### config.mk
export PLATFORM = sky130hd
export DESIGN_NAME = sqr_iter_8bit
export DESIGN_NICKNAME = d
export VERILOG_FILES = /design/src/rtl/sqr_iter_8bit.sv
export SDC_FILE = /design/constraint.sdc
export NUM_CORES = 1
export LEC_CHECK = 0
export ABC_AREA = 1
export CORE_MARGIN = 2
export CORE_UTILIZATION = 58
export CTS_CLUSTER_SIZE = 14
export DETAILED_ROUTE_END_ITERATION = 10
export PLACE_DENSITY = 0.8
export SLEW_MARGIN = 20
export SYNTH_ARGS = -nofsm -noshare
export SYNTH_HDL_FRONTEND = slang
export SYNTH_SLANG_ARGS = --single-unit
### constraint.sdc
create_clock -name clk -period 2.5 [get_ports clk]
set_clock_uncertainty 0.05 [all_clocks]
set_input_delay 0.5 -clock clk [delete_from_list [all_inputs] [get_ports clk]]
set_output_delay 0.5 -clock clk [all_outputs]
set_load 0.05 [all_outputs]
### src/rtl/sqr_iter_8bit.sv
// Sequential shift-add squarer: W-bit root -> 2W-bit square over W iterations.
// Optional residual/root-validity check enabled by defining SQR_RESID_EN.
module sqr_iter_8bit #(
  parameter int W = 8
) (
  input  logic           clk,
  input  logic           rst,
  input  logic           start,
  input  logic [W-1:0]   root,
`ifdef SQR_RESID_EN
  input  logic [2*W-1:0] radicand,
  output logic [W:0]     resid,
  output logic           root_ok,
`endif
  output logic           busy,
  output logic           done,
  output logic [2*W-1:0] square
);

  localparam int CNT_W = $clog2(W);

  typedef enum logic [1:0] {
    IDLE = 2'd0,
    CALC = 2'd1,
    DONE = 2'd2
  } state_t;

  state_t           state;
  logic [2*W-1:0]   acc;
  logic [2*W-1:0]   mcand;
  logic [W-1:0]     mult;
  logic [CNT_W-1:0] cnt;
  logic [2*W-1:0]   sum;

`ifdef SQR_RESID_EN
  logic [W-1:0]     root_cap;
  logic [2*W-1:0]   rad_cap;
  logic [2*W:0]     diff;
  logic             fits;
`endif

  // Accumulator plus the current partial product (the final square on the last step).
  always_comb begin
    sum = acc;
    if (mult[0]) begin
      sum = acc + mcand;
    end else begin
      sum = acc;
    end
  end

`ifdef SQR_RESID_EN
  // Remainder against the captured radicand; the top bit of diff is the borrow.
  always_comb begin
    diff = {1'b0, rad_cap} - {1'b0, sum};
    fits = 1'b0;
    if (!diff[2*W] && (diff[2*W-1:0] <= {{(W-1){1'b0}}, root_cap, 1'b0})) begin
      fits = 1'b1;
    end else begin
      fits = 1'b0;
    end
  end
`endif

  // Control FSM and datapath registers.
  always_ff @(posedge clk) begin
    if (rst) begin
      state  <= IDLE;
      busy   <= 1'b0;
      done   <= 1'b0;
      square <= {(2*W){1'b0}};
      acc    <= {(2*W){1'b0}};
      mcand  <= {(2*W){1'b0}};
      mult   <= {W{1'b0}};
      cnt    <= {CNT_W{1'b0}};
`ifdef SQR_RESID_EN
      resid    <= {(W+1){1'b0}};
      root_ok  <= 1'b0;
      root_cap <= {W{1'b0}};
      rad_cap  <= {(2*W){1'b0}};
`endif
    end else begin
      case (state)
        // The done cycle is also an acceptance slot, giving one result every W+1 cycles.
        IDLE, DONE: begin
          done <= 1'b0;
          if (start) begin
            mcand <= {{W{1'b0}}, root};
            mult  <= root;
            acc   <= {(2*W){1'b0}};
            cnt   <= {CNT_W{1'b0}};
            busy  <= 1'b1;
            state <= CALC;
`ifdef SQR_RESID_EN
            root_cap <= root;
            rad_cap  <= radicand;
`endif
          end else begin
            busy  <= 1'b0;
            state <= IDLE;
          end
        end
        CALC: begin
          acc   <= sum;
          mcand <= mcand << 1;
          mult  <= mult >> 1;
          cnt   <= cnt + {{(CNT_W-1){1'b0}}, 1'b1};
          if (cnt == CNT_W'(W - 1)) begin
            square <= sum;
            busy   <= 1'b0;
            done   <= 1'b1;
            state  <= DONE;
`ifdef SQR_RESID_EN
            root_ok <= fits;
            resid   <= fits ? diff[W:0] : {(W+1){1'b0}};
`endif
          end else begin
            state <= CALC;
          end
        end
        default: begin
          state <= IDLE;
          busy  <= 1'b0;
          done  <= 1'b0;
        end
      endcase
    end
  end

endmodule

==> results of run 1 <==
state kept, by name (all words and copies together), names as in the netlist:
register  cells
acc          16
busy          1
cnt           3
done          1
mcand        16
mult          8
square       16
state         2
cell usage after synthesis:
cell        n
a31oi_1    14
buf_2       8
nor2_4      2
o21ai_2     2
mux2i_1     1
a21oi_1    24
buf_1       1
o21ai_0     6
o22ai_1     2
buf_4       2
nand3_1    27
o21ai_1     9
ha_1       17
fa_1        1
inv_2       8
nand2_1   164
o211ai_1    1
o32ai_1     1
a21o_1      1
nor3_1      1
a32o_1      8
clkbuf_1    6
buf_6       1
o21a_1      9
or2_1       1
nor2_2      2
nor2_1     14
nand3_2     4
a21oi_2     3
clkinv_1    2
inv_1      46
xnor2_1     4
or2_0       1
xor2_1      2
nand2_2     9
o21bai_1    5
dfxtp_1    63
nor3_2      1
and2_1      1
or2_2       5
tightest hold or removal path, cell delays in order, from the launching register on:
cell and delay (ns):
dfxtp_1 0.31, nand2_1 0.06, a21oi_1 0.05
power by group through the flow:
stage	clock [uW]	combinational [uW]	sequential (uW)
global placement	0	253	1080
finish	797	260	1060
floorplan	0	182	1080
detailed placement	0	258	1080
CTS	806	259	1060
global route	844	287	1060
metrics by stage:
step | total power (uW) | hold WS, ns | area (um2) | setup WS, ns
finish | 2120 | 0.417 | 3930 | 0.418
global route | 2190 | 0.449 | 3930 | 0.340
CTS | 2120 | 0.418 | 3930 | 0.416
detailed placement | 1340 | 0.408 | 3750 | 0.522
global placement | 1330 | 0.397 | 3750 | 0.578
floorplan | 1260 | 0.379 | 3410 | 0.719
layer usage:
metal	GRT usage, %	vias up	wire length (um)
met5	0	-	0
met1	36.9	1411	3820
li1	-	1616	-
met4	11.2	0	114
met2	40.9	99	3430
met3	5.17	11	613
cell families after synthesis:
group	Yosys count
buf+inv	74
fa+ha+maj	18
flops	63
simple gates	232
compound gates	85
xor+xnor	6
mux	1
layout make-up:
type,count,area [um2]
clock buffer,13,159
clock inverter,3,17.5
fill,467,1640
inverter,56,210
multi-input combinational,342,1840
sequential,63,1260
tap,72,90.1
timing repair buffer,34,350
worst max-delay path by stage:
stage / endpoint / depth (start not counted)
finish: square[6] / 1
global route: square[12]$_SDFFE_PP0P_ / 14
CTS: square[6] / 1
detailed placement: square[8]$_SDFFE_PP0P_ / 11
global placement: square[8]$_SDFFE_PP0P_ / 11
floorplan: square[14]$_SDFFE_PP0P_ / 14
==> results.md, run 1 <==
* Combinational Power Share at 12.3%
* I/O Buffers at 28
* Post-route ant nets at 0
* Tightest Hold Check Type: flip-flop to flip-flop
* Vias per cell at 5.38
* Final setup vio count at 0
* Ant diodes at 0
* Final slew viol count at 0
* R2R cell count at 11
* Max-Slew Margin vs Limit at 63.2%
* CTS max path bufs at 2
* Area contributors post-synth: dfxtp_1, nand2_1, ha_1, inv_1, nand3_1
* RSZ-0062 raised after global routing: false
* Drc violations at 0
* Die width at 80.6 um
* Clk sinks at 63
* Hold path startpoint: square[0]$_SDFFE_PP0P_
* MaxCap Viol Count at 0
* Cts hold-fix bufs at 0
* Syn avg cell area at 7.11 um2
* YS warnings at 0
* CP max-delay cell: clkdlybuf4s50_1
* R2R Setup Slk at 0.50 ns
* Reg-to-reg endpoint: square[8]$_SDFFE_PP0P_
* Gate family responsible for the most delay along the worst path: buffers and inverters
* Root buffer cell: clkbuf_8
* Vias post-DR at 3137
* P_sw at 575 uW
* Area Growth Syn to Fin at 15.4%
* CP max stage delay at 0.83 ns
* Largest family of logic cells by synthesized area: simple AND/OR/NAND/NOR gates
* Synth area leader: dfxtp_1
* Row count at 27
* Setup TNS at 0 ns
* Worst hold path depth at 2
* Sw Share at 27.2%
* DRT Pass-1 Iters at 4
* Post-CTS setup buffers at 0
* Sequential area share after synthesis at 37.0%
* Crit path from: square[6]$_SDFFE_PP0P_
* Drt wl/cell at 13.7 um
* Post-Synth XOR/XNOR Area at 1.54%
* Sequential share of power at 50.0%
* Cell variety after synth at 40
* Largest net degree at the start of global routing at 31
* WP data arrival at 1.53 ns
* Setup Crit Path Kind: flip-flop to output port
* Synthesized-area fraction occupied by and/or/nand/nor cells at 29.3%
* Clock latency on the worst-skew pair at 0.35 ns
* Die height at 80.6 um
* DR iter-0 viols at 232
* Most frequent cells in the layout: nand2_1, dfxtp_1, inv_1
* Initial Utilization at 61.1%
* Layout cells sized above 1 at 11.0%
* Req. time, crit path at 1.95 ns
* Worst Hold Endpoint: square[0]$_SDFFE_PP0P_
* Status: finished, final reports clean
* Total CTS buffers at 9
* Placed insts at 567
* Synth Area in Compound Gates at 16.1%
* Post-layout util at 70.5%
* H-Tree Depth at 3
* Critical-path cell list: clkdlybuf4s50_1
* CTS tree: yes
* # nets final at 535
* First-pass GRT wire length at 13.3 mm
* Static Leakage at 0.00179 uW
* Final Cycle Share at 83.3%
* PostCTS Resize Cnt at 0
* Vias in the first global route at 2929
* Total track usage at 26.8%
* Clock power share at 37.7%
* Worst-path maximum fanout at 2
* Seq cells post-synth at 63
* Int Power at 1540 uW
* PwrDens at 538 nW/um2
* Global route total overflow at 0
* Final wirelength at 7.98 mm
* Initial antenna violation count at 0
* Core area at 5570 um2
* Syn_nets at 508
* Max Clock Freq at 0.480 GHz
* Post-synth top area share at 37.0%
* Bufs and invs on worst path at 1
* Post-Layout Cell Count at 583
* Post-Synth Adder-Cell Area at 6.83%
* Most common cell after layout, fill and taps aside: nand2_1
* Final hold violation count at 0
* Element type at the critical path start: flip-flop
* Placer Congestion at 0.999
* Die area at 6500 um2
* Setup crit end kind: output port
* Peak supply drop at 460 uV
* Netlist area before placement at 3410 um2
* Clock transition at path regs at 0.06 ns
* Shortest period the worst path allows at 2.08 ns
* Post-detail-place hpwl at 5.78 mm
* R2R Path Start: acc[0]$_SDFFE_PP0P_
* Worst Max-Slew Pin Slew at 0.550 ns
* Post-Syn Instances at 479
* IO Count at 29
* Mux share of post-synthesis cell area at 0.294%
Power figures use the tool's default switching activity.
==> inputs of run 2 (changes only) <==
==> constraint.sdc (replaced) <==
create_clock -name clk -period 2.1 [get_ports clk]
set_clock_uncertainty 0.05 [all_clocks]
set_input_delay 0.42 -clock clk [delete_from_list [all_inputs] [get_ports clk]]
set_output_delay 0.42 -clock clk [all_outputs]
set_load 0.05 [all_outputs]
==> results.md, run 2 (synthesis gave the netlist of run 1 again) <==
* Clock latency on the worst-skew pair at 0.35 ns (about the same)
* Shortest period the worst path allows at 2.00 ns
* Worst hold path depth at 2 (unchanged)
* I/O Buffers at 28 (unchanged)
* Initial antenna violation count at 0 (unchanged)
* Gate family responsible for the most delay along the worst path: buffers and inverters
* Largest net degree at the start of global routing at 38 (+23%)
* Die width at 80.6 um (unchanged)
* Peak supply drop at 511 uV (+11%)
* Most frequent cells in the layout: nand2_1, dfxtp_1, inv_1
* Worst Max-Slew Pin Slew at 0.516 ns (-0.0341 ns)
* Vias post-DR at 3185 (+1.5%)
* Placer Congestion at 0.890 (-11%)
* Die area at 6500 um2 (unchanged)
* Critical-path cell list: clkdlybuf4s50_1
* Root buffer cell: clkbuf_8
* Post-Layout Cell Count at 585 (+0.34%)
* Setup Crit Path Kind: flip-flop to output port
* Cts hold-fix bufs at 0 (unchanged)
* Row count at 27 (unchanged)
* Final slew viol count at 0 (unchanged)
* CTS tree: yes
* PostCTS Resize Cnt at 0 (unchanged)
* Max Clock Freq at 0.500 GHz
* Registers with the most flip-flops: acc x16, mcand x16, square x16
* Drt wl/cell at 13.7 um (about the same)
* Worst-path maximum fanout at 2 (unchanged)
* # nets final at 537 (+0.37%)
* Setup crit end kind: output port
* Final Cycle Share at 95.3%
* Status: finished, final reports clean
* Clock transition at path regs at 0.07 ns (about the same)
* First-pass GRT wire length at 13.9 mm (+4.1%)
* Drc violations at 0 (unchanged)
* Layout cells sized above 1 at 11.3% (+0.35 points)
* Total CTS buffers at 9 (unchanged)
* Bufs and invs on worst path at 1 (unchanged)
* Max-Slew Margin vs Limit at 65.5% (+2.3 points)
* CP max stage delay at 0.82 ns (about the same)
* DR iter-0 viols at 280 (+21%)
* DRT Pass-1 Iters at 5 (+1)
* Vias in the first global route at 3061 (+4.5%)
* Setup TNS at 0 ns (unchanged)
* Final hold violation count at 0 (unchanged)
* Final setup vio count at 0 (unchanged)
* Clk sinks at 63 (unchanged)
* Final wirelength at 8.00 mm (+0.30%)
* WP data arrival at 1.53 ns (about the same)
* IO Count at 29 (unchanged)
* Layout fillers at 468 (+0.21%)
* MaxCap Viol Count at 0 (unchanged)
* Most common cell after layout, fill and taps aside: nand2_1
* Vias per cell at 5.44 (+1.2%)
* Global route total overflow at 0 (unchanged)
* Area Growth Syn to Fin at 15.0%
* Post-route ant nets at 0 (unchanged)
* Element type at the critical path start: flip-flop
* Initial Utilization at 61.1% (unchanged)
* Total track usage at 27.9% (+1.1 points)
* CP max-delay cell: clkdlybuf4s50_1
* Post-detail-place hpwl at 5.75 mm (-0.44%)
* Static Leakage at 0.00178 uW (-0.34%)
* Ant diodes at 0 (unchanged)
* Core area at 5570 um2 (unchanged)
* Req. time, crit path at 1.63 ns (-0.32 ns)
* R2R cell count at 11 (unchanged)
* CTS max path bufs at 2 (unchanged)
* Tightest Hold Check Type: flip-flop to flip-flop
* H-Tree Depth at 3 (unchanged)
* PwrDens at 627 nW/um2 (+16%)
* Post-CTS setup buffers at 0 (unchanged)
* Die height at 80.6 um (unchanged)
* Placed insts at 569 (+0.35%)
* Instance count on the critical path at 1 (unchanged)
* RSZ-0062 raised after global routing: false
## run 2: changes by cell type in the layout (fill, tap and decap cells not counted), sizes merged
cell | before | now
clkbuf | 13 | 12
clkinv | 4 | 5
buf | 6 | 8
## run 2: path summary, 6_finish.rpt
check	from	endpoint	slack [ns]
setup / recovery	square[8]$_SDFFE_PP0P_	square[8]	0.1
hold reg to reg	mult[7]$_SDFFE_PP0P_	mult[7]$_SDFFE_PP0P_	0.41
hold / removal	mult[7]$_SDFFE_PP0P_	mult[7]$_SDFFE_PP0P_	0.41
setup reg to reg	acc[2]$_SDFFE_PP0P_	square[9]$_SDFFE_PP0P_	0.15
## run 2: per-layer routing
layer	part of all wire (%)	vias up	wire, um	GRT usage, %
met5	0	-	0	0
met4	2.4	0	192	13.6
met3	5.4	20	428	4.83
met2	41	92	3320	41.2
met1	51	1463	4060	39.1
li1	-	1610	-	-
## run 2: layout make-up
cell class,count,area [um2],area share [%]
inverter,56,210,5.37
multi-input combinational,342,1850,47.1
sequential,63,1260,32.2
timing repair buffer,36,353,9.01
clock inverter,4,22.5,0.575
clock buffer,12,135,3.45
tap,72,90.1,2.30
## run 2: through the flow
| step | instance area [um2] | hold WS [ns] | total power (uW) | worst slack (ns) | util [%] |
|---|---|---|---|---|---|
| after floorplan | 3410 | 0.379 | 1500 | 0.319 | - |
| after global placement | 3760 | 0.398 | 1590 | 0.231 | 67.4 |
| after detailed placement | 3760 | 0.405 | 1600 | 0.175 | 67.4 |
| after CTS | 3920 | 0.415 | 2460 | 0.0888 | 70.2 |
| after global routing | 3920 | 0.447 | 2550 | 0.0166 | 70.3 |
| final | 3920 | 0.414 | 2460 | 0.0991 | 70.3 |
## run 2: power breakdown
part	internal (uW)	switching, uW	total [uW]
logic	111	205	317
clock network	423	456	879
registers	1230	27.3	1260
==> inputs of run 3 (changes only) <==
--- a/config.mk
+++ b/config.mk
@@ -11,6 +11,7 @@
 export CTS_CLUSTER_SIZE = 14
 export DETAILED_ROUTE_END_ITERATION = 10
 export PLACE_DENSITY = 0.8
+export REMOVE_ABC_BUFFERS = 1
 export SLEW_MARGIN = 20
 export SYNTH_ARGS = -nofsm -noshare
 export SYNTH_HDL_FRONTEND = slang
==> results.md, run 3 (synthesis gave the netlist of run 1 again) <==
* Tightest Hold Check Type: flip-flop to flip-flop
* Vias post-DR at 3079 (-3.3%)
* Element type at the critical path start: flip-flop
* RSZ-0062 raised after global routing: false
* Int Power at 2000 uW (+13%)
* CP max-delay cell: clkdlybuf4s50_1
* Drt wl/cell at 13.8 um (+0.69%)
* WP data arrival at 1.51 ns (-0.02 ns)
* Top Layer Used: met4
* DR iter-0 viols at 177 (-37%)
* Setup crit end kind: output port
* Req. time, crit path at 1.63 ns (about the same)
* CP max stage delay at 0.81 ns (about the same)
* Setup WS pre-CTS at 0.173 ns (-0.00265 ns)
* H-Tree Depth at 3 (unchanged)
* Total Power at 2720 uW (+11%)
* PwrDens at 683 nW/um2 (+9.0%)
* Total CTS buffers at 9 (unchanged)
* Met3 routed WL at 393 um (-8.2%)
* Root buffer cell: clkbuf_8
* Status: finished, final reports clean
* Total track usage at 26.9% (-0.95 points)
* Gate family responsible for the most delay along the worst path: buffers and inverters
* Die height at 80.6 um (unchanged)
* Global route total overflow at 0 (unchanged)
* Initial antenna violation count at 0 (unchanged)
* Final slew viol count at 0 (unchanged)
* Row count at 27 (unchanged)
* Shortest period the worst path allows at 1.98 ns (-0.0207 ns)
* Core area at 5570 um2 (unchanged)
* CTS max path bufs at 2 (unchanged)
* Setup Crit Path Kind: flip-flop to output port
* # nets final at 537 (unchanged)
* Worst setup margin at 0.120 ns (+0.0207 ns)
* Clk sinks at 63 (unchanged)
* P_sw at 717 uW (+4.2%)
* Static Leakage at 0.00181 uW (+1.9%)
* Die area at 6500 um2 (unchanged)
* Most frequent cells in the layout: nand2_1, dfxtp_1, inv_1
* Clock transition at path regs at 0.07 ns (about the same)
* First-pass GRT wire length at 13.4 mm (-3.8%)
* Post-detail-place hpwl at 5.70 mm (-1.0%)
* Placer Congestion at 0.895 (+0.53%)
* WL met1 at 4.06 mm (about the same)
* Post-route ant nets at 0 (unchanged)
* Sequential share of power at 46.3% (-5.0 points)
* Clock latency on the worst-skew pair at 0.35 ns (about the same)
* Vias in the first global route at 2925 (-4.4%)
* Peak supply drop at 477 uV (-6.7%)
* Ant diodes at 0 (unchanged)
* Clock power share at 42.2% (+6.4 points)
* Max-Slew Margin vs Limit at 66.4% (+0.96 points)
* Registers with the most flip-flops: acc x16, mcand x16, square x16
* Largest net degree at the start of global routing at 40 (+5.3%)
* Vias per cell at 5.26 (-3.3%)
* Initial Utilization at 61.1% (unchanged)
* Layout fillers at 479 (+2.4%)
* Sw Share at 26.4% (-1.7 points)
* Final wirelength at 8.05 mm (+0.69%)
* IO Count at 29 (unchanged)
* Critical-path cell list: clkdlybuf4s50_1
* Area Growth Syn to Fin at 16.9%
* MaxCap Viol Count at 0 (unchanged)
* Final setup vio count at 0 (unchanged)
* CTS tree: yes
* Drc violations at 0 (unchanged)
* Cts hold-fix bufs at 0 (unchanged)
* Worst Max-Slew Pin Slew at 0.502 ns (-0.0144 ns)
* Max Clock Freq at 0.505 GHz (+1.0%)
* Combinational Power Share at 11.5% (-1.4 points)
* Bufs and invs on worst path at 1 (unchanged)
* Worst-path maximum fanout at 2 (unchanged)
* Final Cycle Share at 94.3% (-0.98 points)
* Most common cell after layout, fill and taps aside: nand2_1
* I/O Buffers at 28 (unchanged)
* Met2 wire len at 3.50 mm (+5.4%)
* Post-layout util at 71.5% (+1.2 points)
* Setup TNS at 0 ns (unchanged)
* DRT Pass-1 Iters at 5 (unchanged)
* Layout cells sized above 1 at 11.9% (+0.58 points)
* Die width at 80.6 um (unchanged)
* Final hold violation count at 0 (unchanged)
## run 3: changes by cell type in the layout (fill, tap and decap cells not counted)
cell,previous run,this run
buf_4,7,6
bufinv_16,0,2
clkbuf_1,3,0
clkinv_2,3,4
buf_12,1,2
## run 3: power groups by stage
stage          Clock (uW)  Sequential, uW  Combinational (uW)
2_1_floorplan           0            1290                 181
3_3_place_gp            0            1290                 307
3_5_place_dp            0            1290                 311
4_1_cts              1160            1260                 312
5_1_grt              1200            1260                 348
6_report             1150            1260                 313
## run 3: layer usage
layer | up-vias | track usage [%]
met5 | - | 0
met4 | 0 | 8.98
met3 | 12 | 5.73
met2 | 78 | 42.5
met1 | 1379 | 36.5
li1 | 1610 | -
## run 3: what timing repair did
item                                    CTS  global route
endpoints found under the setup margin    0             1
resized for setup                         0             1
setup buffers                             0             0
## run 3: layout make-up
| class | instances | area (um2) | share of cell area, % |
|---|---|---|---|
| inverter | 56 | 210 | 5.28 |
| multi-input combinational | 342 | 1850 | 46.3 |
| sequential | 63 | 1260 | 31.7 |
| timing repair buffer | 36 | 365 | 9.17 |
| clock inverter | 7 | 87.6 | 2.20 |
| clock buffer | 9 | 124 | 3.11 |
| tap | 72 | 90.1 | 2.26 |
## run 3: metrics by stage
stage               area (um2)  hold WS (ns)  std cells
detailed placement        3770         0.403        569
finish                    3980         0.416        585
floorplan                 3310         0.382        461
global placement          3770         0.390        569
CTS                       3980         0.413        585
global route              3980         0.440        585
## run 3: worst paths after layout
check	cells past startpoint	slack, ns	endpoint	start
max	1	0.12	square[8]	square[8]$_SDFFE_PP0P_
min	1	0.42	cnt[0]$_SDFFE_PP0P_	cnt[0]$_SDFFE_PP0P_
max reg2reg	10	0.21	square[5]$_SDFFE_PP0P_	acc[2]$_SDFFE_PP0P_
min reg2reg	1	0.42	cnt[0]$_SDFFE_PP0P_	cnt[0]$_SDFFE_PP0P_
